## src/rtl/sram_lsu_bridge.sv

```systemverilog
// Load/store bridge from the CPU memory stage to the 32-bit SRAM controller.
// Define SRAM_LSU_TIMEOUT_EN to bound the acknowledge wait by TIMEOUT_CYCLES.
module sram_lsu_bridge #(
    parameter int TIMEOUT_CYCLES = 15
) (
    input  logic        i_clk,
    input  logic        i_reset,
    input  logic        i_req_valid,
    output logic        o_req_ready,
    input  logic [31:0] i_req_addr,
    input  logic        i_req_wren,
    input  logic [1:0]  i_req_size,
    input  logic        i_req_unsigned,
    input  logic [31:0] i_req_wdata,
    output logic        o_rsp_valid,
    output logic [31:0] o_rsp_rdata,
    output logic        o_rsp_err,
    output logic [17:0] o_ADDR,
    output logic [31:0] o_WDATA,
    output logic [3:0]  o_BMASK,
    output logic        o_WREN,
    output logic        o_RDEN,
    input  logic [31:0] i_RDATA,
    input  logic        i_ACK
);

    typedef enum logic [1:0] {IDLE, ISSUE, WAIT, RESP} state_t;

    state_t      r_state;
    state_t      w_next;
    logic [1:0]  r_lane;
    logic [1:0]  r_size;
    logic        r_uns;
    logic        r_wren;
    logic        w_accept;
    logic        w_bad;
    logic        w_tmo;
    logic [3:0]  w_mask;
    logic [31:0] w_wdata;
    logic [31:0] w_shift;
    logic [31:0] w_ldata;

`ifdef SRAM_LSU_TIMEOUT_EN
    logic [7:0] r_cnt;

    assign w_tmo = (r_cnt == 8'(TIMEOUT_CYCLES - 1));

    always_ff @(posedge i_clk or posedge i_reset) begin
        if (i_reset)
            r_cnt <= 8'd0;
        else if (r_state == WAIT)
            r_cnt <= r_cnt + 8'd1;
        else
            r_cnt <= 8'd0;
    end
`else
    assign w_tmo = 1'b0;
`endif

    assign w_accept = (r_state == IDLE) && i_req_valid;

    always_comb begin
        w_bad = (|i_req_addr[31:19]) || (i_req_size == 2'b11) ||
                ((i_req_size == 2'b01) && i_req_addr[0]) ||
                ((i_req_size == 2'b10) && (|i_req_addr[1:0]));
    end

    always_comb begin
        w_mask  = 4'b1111;
        w_wdata = i_req_wdata;
        case (i_req_size)
            2'b00: begin
                w_mask  = 4'b0001 << i_req_addr[1:0];
                w_wdata = {4{i_req_wdata[7:0]}};
            end
            2'b01: begin
                w_mask  = i_req_addr[1] ? 4'b1100 : 4'b0011;
                w_wdata = {2{i_req_wdata[15:0]}};
            end
            default: begin
                w_mask  = 4'b1111;
                w_wdata = i_req_wdata;
            end
        endcase
    end

    // Align the addressed lane to bit 0, then truncate and extend.
    assign w_shift = i_RDATA >> {r_lane, 3'b000};

    always_comb begin
        w_ldata = w_shift;
        case (r_size)
            2'b00:   w_ldata = r_uns ? {24'd0, w_shift[7:0]}
                                     : {{24{w_shift[7]}}, w_shift[7:0]};
            2'b01:   w_ldata = r_uns ? {16'd0, w_shift[15:0]}
                                     : {{16{w_shift[15]}}, w_shift[15:0]};
            default: w_ldata = w_shift;
        endcase
    end

    always_comb begin
        w_next = r_state;
        case (r_state)
            IDLE:    if (i_req_valid) w_next = w_bad ? RESP : ISSUE;
            ISSUE:   w_next = WAIT;
            WAIT:    if (i_ACK || w_tmo) w_next = RESP;
            RESP:    w_next = IDLE;
            default: w_next = IDLE;
        endcase
    end

    always_ff @(posedge i_clk or posedge i_reset) begin
        if (i_reset) begin
            r_state     <= IDLE;
            r_lane      <= 2'd0;
            r_size      <= 2'd0;
            r_uns       <= 1'b0;
            r_wren      <= 1'b0;
            o_req_ready <= 1'b1;
            o_rsp_valid <= 1'b0;
            o_rsp_rdata <= 32'd0;
            o_rsp_err   <= 1'b0;
            o_ADDR      <= 18'd0;
            o_WDATA     <= 32'd0;
            o_BMASK     <= 4'd0;
            o_WREN      <= 1'b0;
            o_RDEN      <= 1'b0;
        end else begin
            r_state     <= w_next;
            o_req_ready <= (w_next == IDLE);
            o_rsp_valid <= (w_next == RESP);
            o_WREN      <= w_accept && !w_bad && i_req_wren;
            o_RDEN      <= w_accept && !w_bad && !i_req_wren;
            if (w_accept) begin
                r_lane      <= i_req_addr[1:0];
                r_size      <= i_req_size;
                r_uns       <= i_req_unsigned;
                r_wren      <= i_req_wren;
                o_rsp_err   <= w_bad;
                o_rsp_rdata <= 32'd0;
                if (!w_bad) begin
                    o_ADDR  <= {i_req_addr[18:2], 1'b0};
                    o_BMASK <= w_mask;
                    o_WDATA <= w_wdata;
                end
            end
            // ACK wins over a timeout that expires in the same cycle.
            if ((r_state == WAIT) && (w_next == RESP)) begin
                o_rsp_err   <= !i_ACK;
                o_rsp_rdata <= (i_ACK && !r_wren) ? w_ldata : 32'd0;
            end
        end
    end

endmodule

```

## config.mk

```make
export PLATFORM = sky130hd
export DESIGN_NAME = sram_lsu_bridge
export DESIGN_NICKNAME = d
export VERILOG_FILES = /design/src/rtl/sram_lsu_bridge.sv
export SDC_FILE = /design/constraint.sdc
export NUM_CORES = 1
export LEC_CHECK = 0
export CAP_MARGIN = 10
export CORE_UTILIZATION = 40
export CTS_BUF_LIST = sky130_fd_sc_hd__clkbuf_8
export DETAILED_ROUTE_END_ITERATION = 10
export HOLD_SLACK_MARGIN = 0.15
export PLACE_DENSITY = 0.76
export SYNTH_ARGS = -nofsm -noshare
export SYNTH_HDL_FRONTEND = slang
export SYNTH_SLANG_ARGS = --single-unit
```

## constraint.sdc

```tcl
create_clock -name i_clk -period 5 [get_ports i_clk]
set_input_delay 1 -clock i_clk [delete_from_list [all_inputs] [get_ports i_clk]]
set_output_delay 1 -clock i_clk [all_outputs]
set_load 0.02 [all_outputs]
```

==> metrics.txt <==
Starting DRT DRC Count=231; Cell Int Power=1.836 mW; Setup Viol. Count Final=0; Seq/Total Area, Yosys=51.96%; initial antenna violation count=0; Core Region=0.01147 mm2; Clk pwr share=between 20% and 30%; gr ovfl total=0; Area Overhead vs Synth=46.90%; Synth cell types=38; Final Critical Period=3.348 ns; Ys Warns=0; syn nets=~600; Comb power frac=43.4%; P_sw=1.091 mW; TritonCTS Sinks=98; Worst EP arrival=3.60 ns; clock skew=0.005929 ns; drt via density=5.301; final core occ=60.49%; Die H=between 100 and 150 um; CP Class=in2reg; vias=4,320; outcome=finished clean; Final Net Count=774; cell area after layout=0.006937 mm2; Die Wd=110.7 um; final hold violations=0; vias in the first global route=4,442; Placed Area=about 0.0067 mm2; Final HPWL DP=10,330 um; diode count=0; largest net degree at the start of global routing=81; Post-Synthesis Cells=about 490; Async SR Flop Fraction=100.0%; GPL Wtd Cong=0.8309; die area=roughly 0.012 mm2; drt total wl=14,160 um; cell area power density=421.9 mW/mm2; clk_lat worst skew=between 0.3 and 0.4 ns; crit-path max FO=53; Rows=39; Max-Slew Margin vs Limit=34.19%; first-pass iteration count of the detailed router=4; GRT Total Usage=between 20% and 30%; clk root buf=clkbuf_8; Reg power frac=between 30% and 40%; Leakage=roughly 3.1 nW; PostCTS Resize Cnt=0; Max clock buf depth=2; commonest non-fill, non-tap cell in the layout=clkdlybuf4s50_1; Buffers on Ports=around 190; worst vdd ir=0.0002316 V; Post-synth EDFFs=0; R2R Setup Slk=2.43 ns; Post-CTS Hold Buffers=0; Ports=195; RSZ-0062 raised after global routing=false; Final Slew Violations=0; max-cap violations=0; flops & latches, synth=98; hold slack=0.4734 ns; Mapped Area=0.004722 mm2; fmax=~300 MHz; switching fraction of total power=37.27%; antenna-violating nets left=0; Initial Util=41.18%; drt wl/cell=17.38 um; Required @ worst endpoint=5.25 ns; CTS H-tree depth=3; postcts setup bufs=0; hold crit path type=reg2reg; Reg clk slew, reported paths=0.10 ns; # DRC=0; Final Cycle Share=66.96%; Critical Path Sink Type=flip-flop; setup_tns=0 ns; commonest non-fill, non-tap cells in the layout=clkdlybuf4s50_1 (193), nand2_1 (134), dfrtp_1 (97); Worst Max-Slew Pin Slew=approximately 0.99 ns; CTS buffer count=9; synthesized area per cell=approximately 9.6 um2; Top FF cell, synth=dfrtp_1; layout cells sized above 1=5.804%; startpoint type of the worst setup path=primary input; first-pass GRT wire length=22,690 um; CTS tree=yes; post-layout power=between 2 and 3 mW
-- cells in the mapped netlist, types with 2 or more instances --
cell,instances,area (um2)
nor4_1,2,12.51
a22o_1,16,140.1
or3_1,2,12.51
nor2b_1,8,50.05
or2_2,2,12.51
mux2i_1,42,420.4
a21oi_1,19,95.09
mux2_2,6,67.56
nand2b_1,5,31.28
a31oi_1,5,31.28
buf_1,2,7.510
ha_1,3,37.54
buf_4,2,15.01
clkbuf_1,13,48.80
a32o_1,7,70.07
buf_2,15,75.07
a211o_1,7,61.31
dfrtp_1,97,2427
nor2_1,19,71.32
o2bb2ai_1,9,78.83
inv_1,6,22.52
buf_6,4,45.04
nand3_1,2,10.01
o211ai_1,2,15.01
o21ai_0,32,160.2
o21ai_1,14,70.07
nand2_1,134,503.0
nor3_1,5,25.02
and2_1,2,12.51
-- routing by layer --
metal | GRT usage [%] | up-vias | wire, um
met1 | 28.29 | 2081 | 5820
met3 | 6.834 | 21 | 1164
met5 | 0 | - | 0
li1 | - | 2034 | -
met4 | 10.22 | 0 | 331
met2 | 38.34 | 184 | 6848
-- worst max-delay path, cell delays in order --
cell and delay (ns):
clkdlybuf4s50_1 0.43, nor4_1 0.37, nand4_1 0.30, or3_2 0.94, buf_4 0.38, nand2_1 0.09
o21ai_0 0.07
-- final cells by class --
cell class              instances  area (um2)
well taps                     143       178.9
clock inverters                 6       88.84
fillers                      1015        4531
repair buffers                201        1992
inverters                       6       25.02
multi-input cells             351        2061
flip-flops and latches         98        2454
clock buffers                  10       137.6
-- stage by stage --
step	worst slack (ns)	cells
after floorplan	1.440	491
after global placement	1.486	799
after detailed placement	1.274	799
after CTS	1.665	815
after global routing	1.561	815
final	1.652	815
-- power groups by stage --
| stage | clock, mW | sequential [mW] | combinational (mW) |
|---|---|---|---|
| final | 0.588 | 1.07 | 1.27 |
| after detailed placement | 0 | 1.08 | 1.28 |
| after global routing | 0.632 | 1.09 | 1.36 |
| after floorplan | 0 | 1.19 | 0.658 |
| after global placement | 0 | 1.08 | 1.25 |
| after CTS | 0.594 | 1.07 | 1.28 |
-- flip-flops by register name, indices dropped and copies added, names as in the netlist, 2 cells and up --
| signal | flops |
|---|---|
| r_lane | 2 |
| r_size | 2 |
| o_BMASK | 4 |
| o_rsp_rdata | 32 |
| o_ADDR | 17 |
| r_state | 2 |
| o_WDATA | 32 |
-- kinds of logic (layout without fill, tap and decap cells) --
| kind of cell | Yosys count | after routing | share of synthesized area, % |
|---|---|---|---|
| mux | 48 | 48 | 10.33 |
| compound gates | 114 | 114 | 15.95 |
| flops | 98 | 98 | 51.96 |
| simple gates | 185 | 185 | 16.35 |
| other cells | 1 | 1 | 0.07942 |
| fa+ha+maj | 3 | 3 | 0.7950 |
| buf+inv | 42 | 223 | 4.531 |
-- final timing paths --
path                           startpoint     endpoint  cells past startpoint
max reg2reg                    r_state[0]  o_WDATA[26]                      7
max in group asynchronous         i_reset  o_req_ready                      3
max                        i_req_addr[19]  o_WDATA[26]                      7
min reg2reg                        r_wren       r_wren                      2
min                                r_wren       r_wren                      2
min in group asynchronous         i_reset   o_WDATA[5]                      2
(Power assumes the default switching activity.)
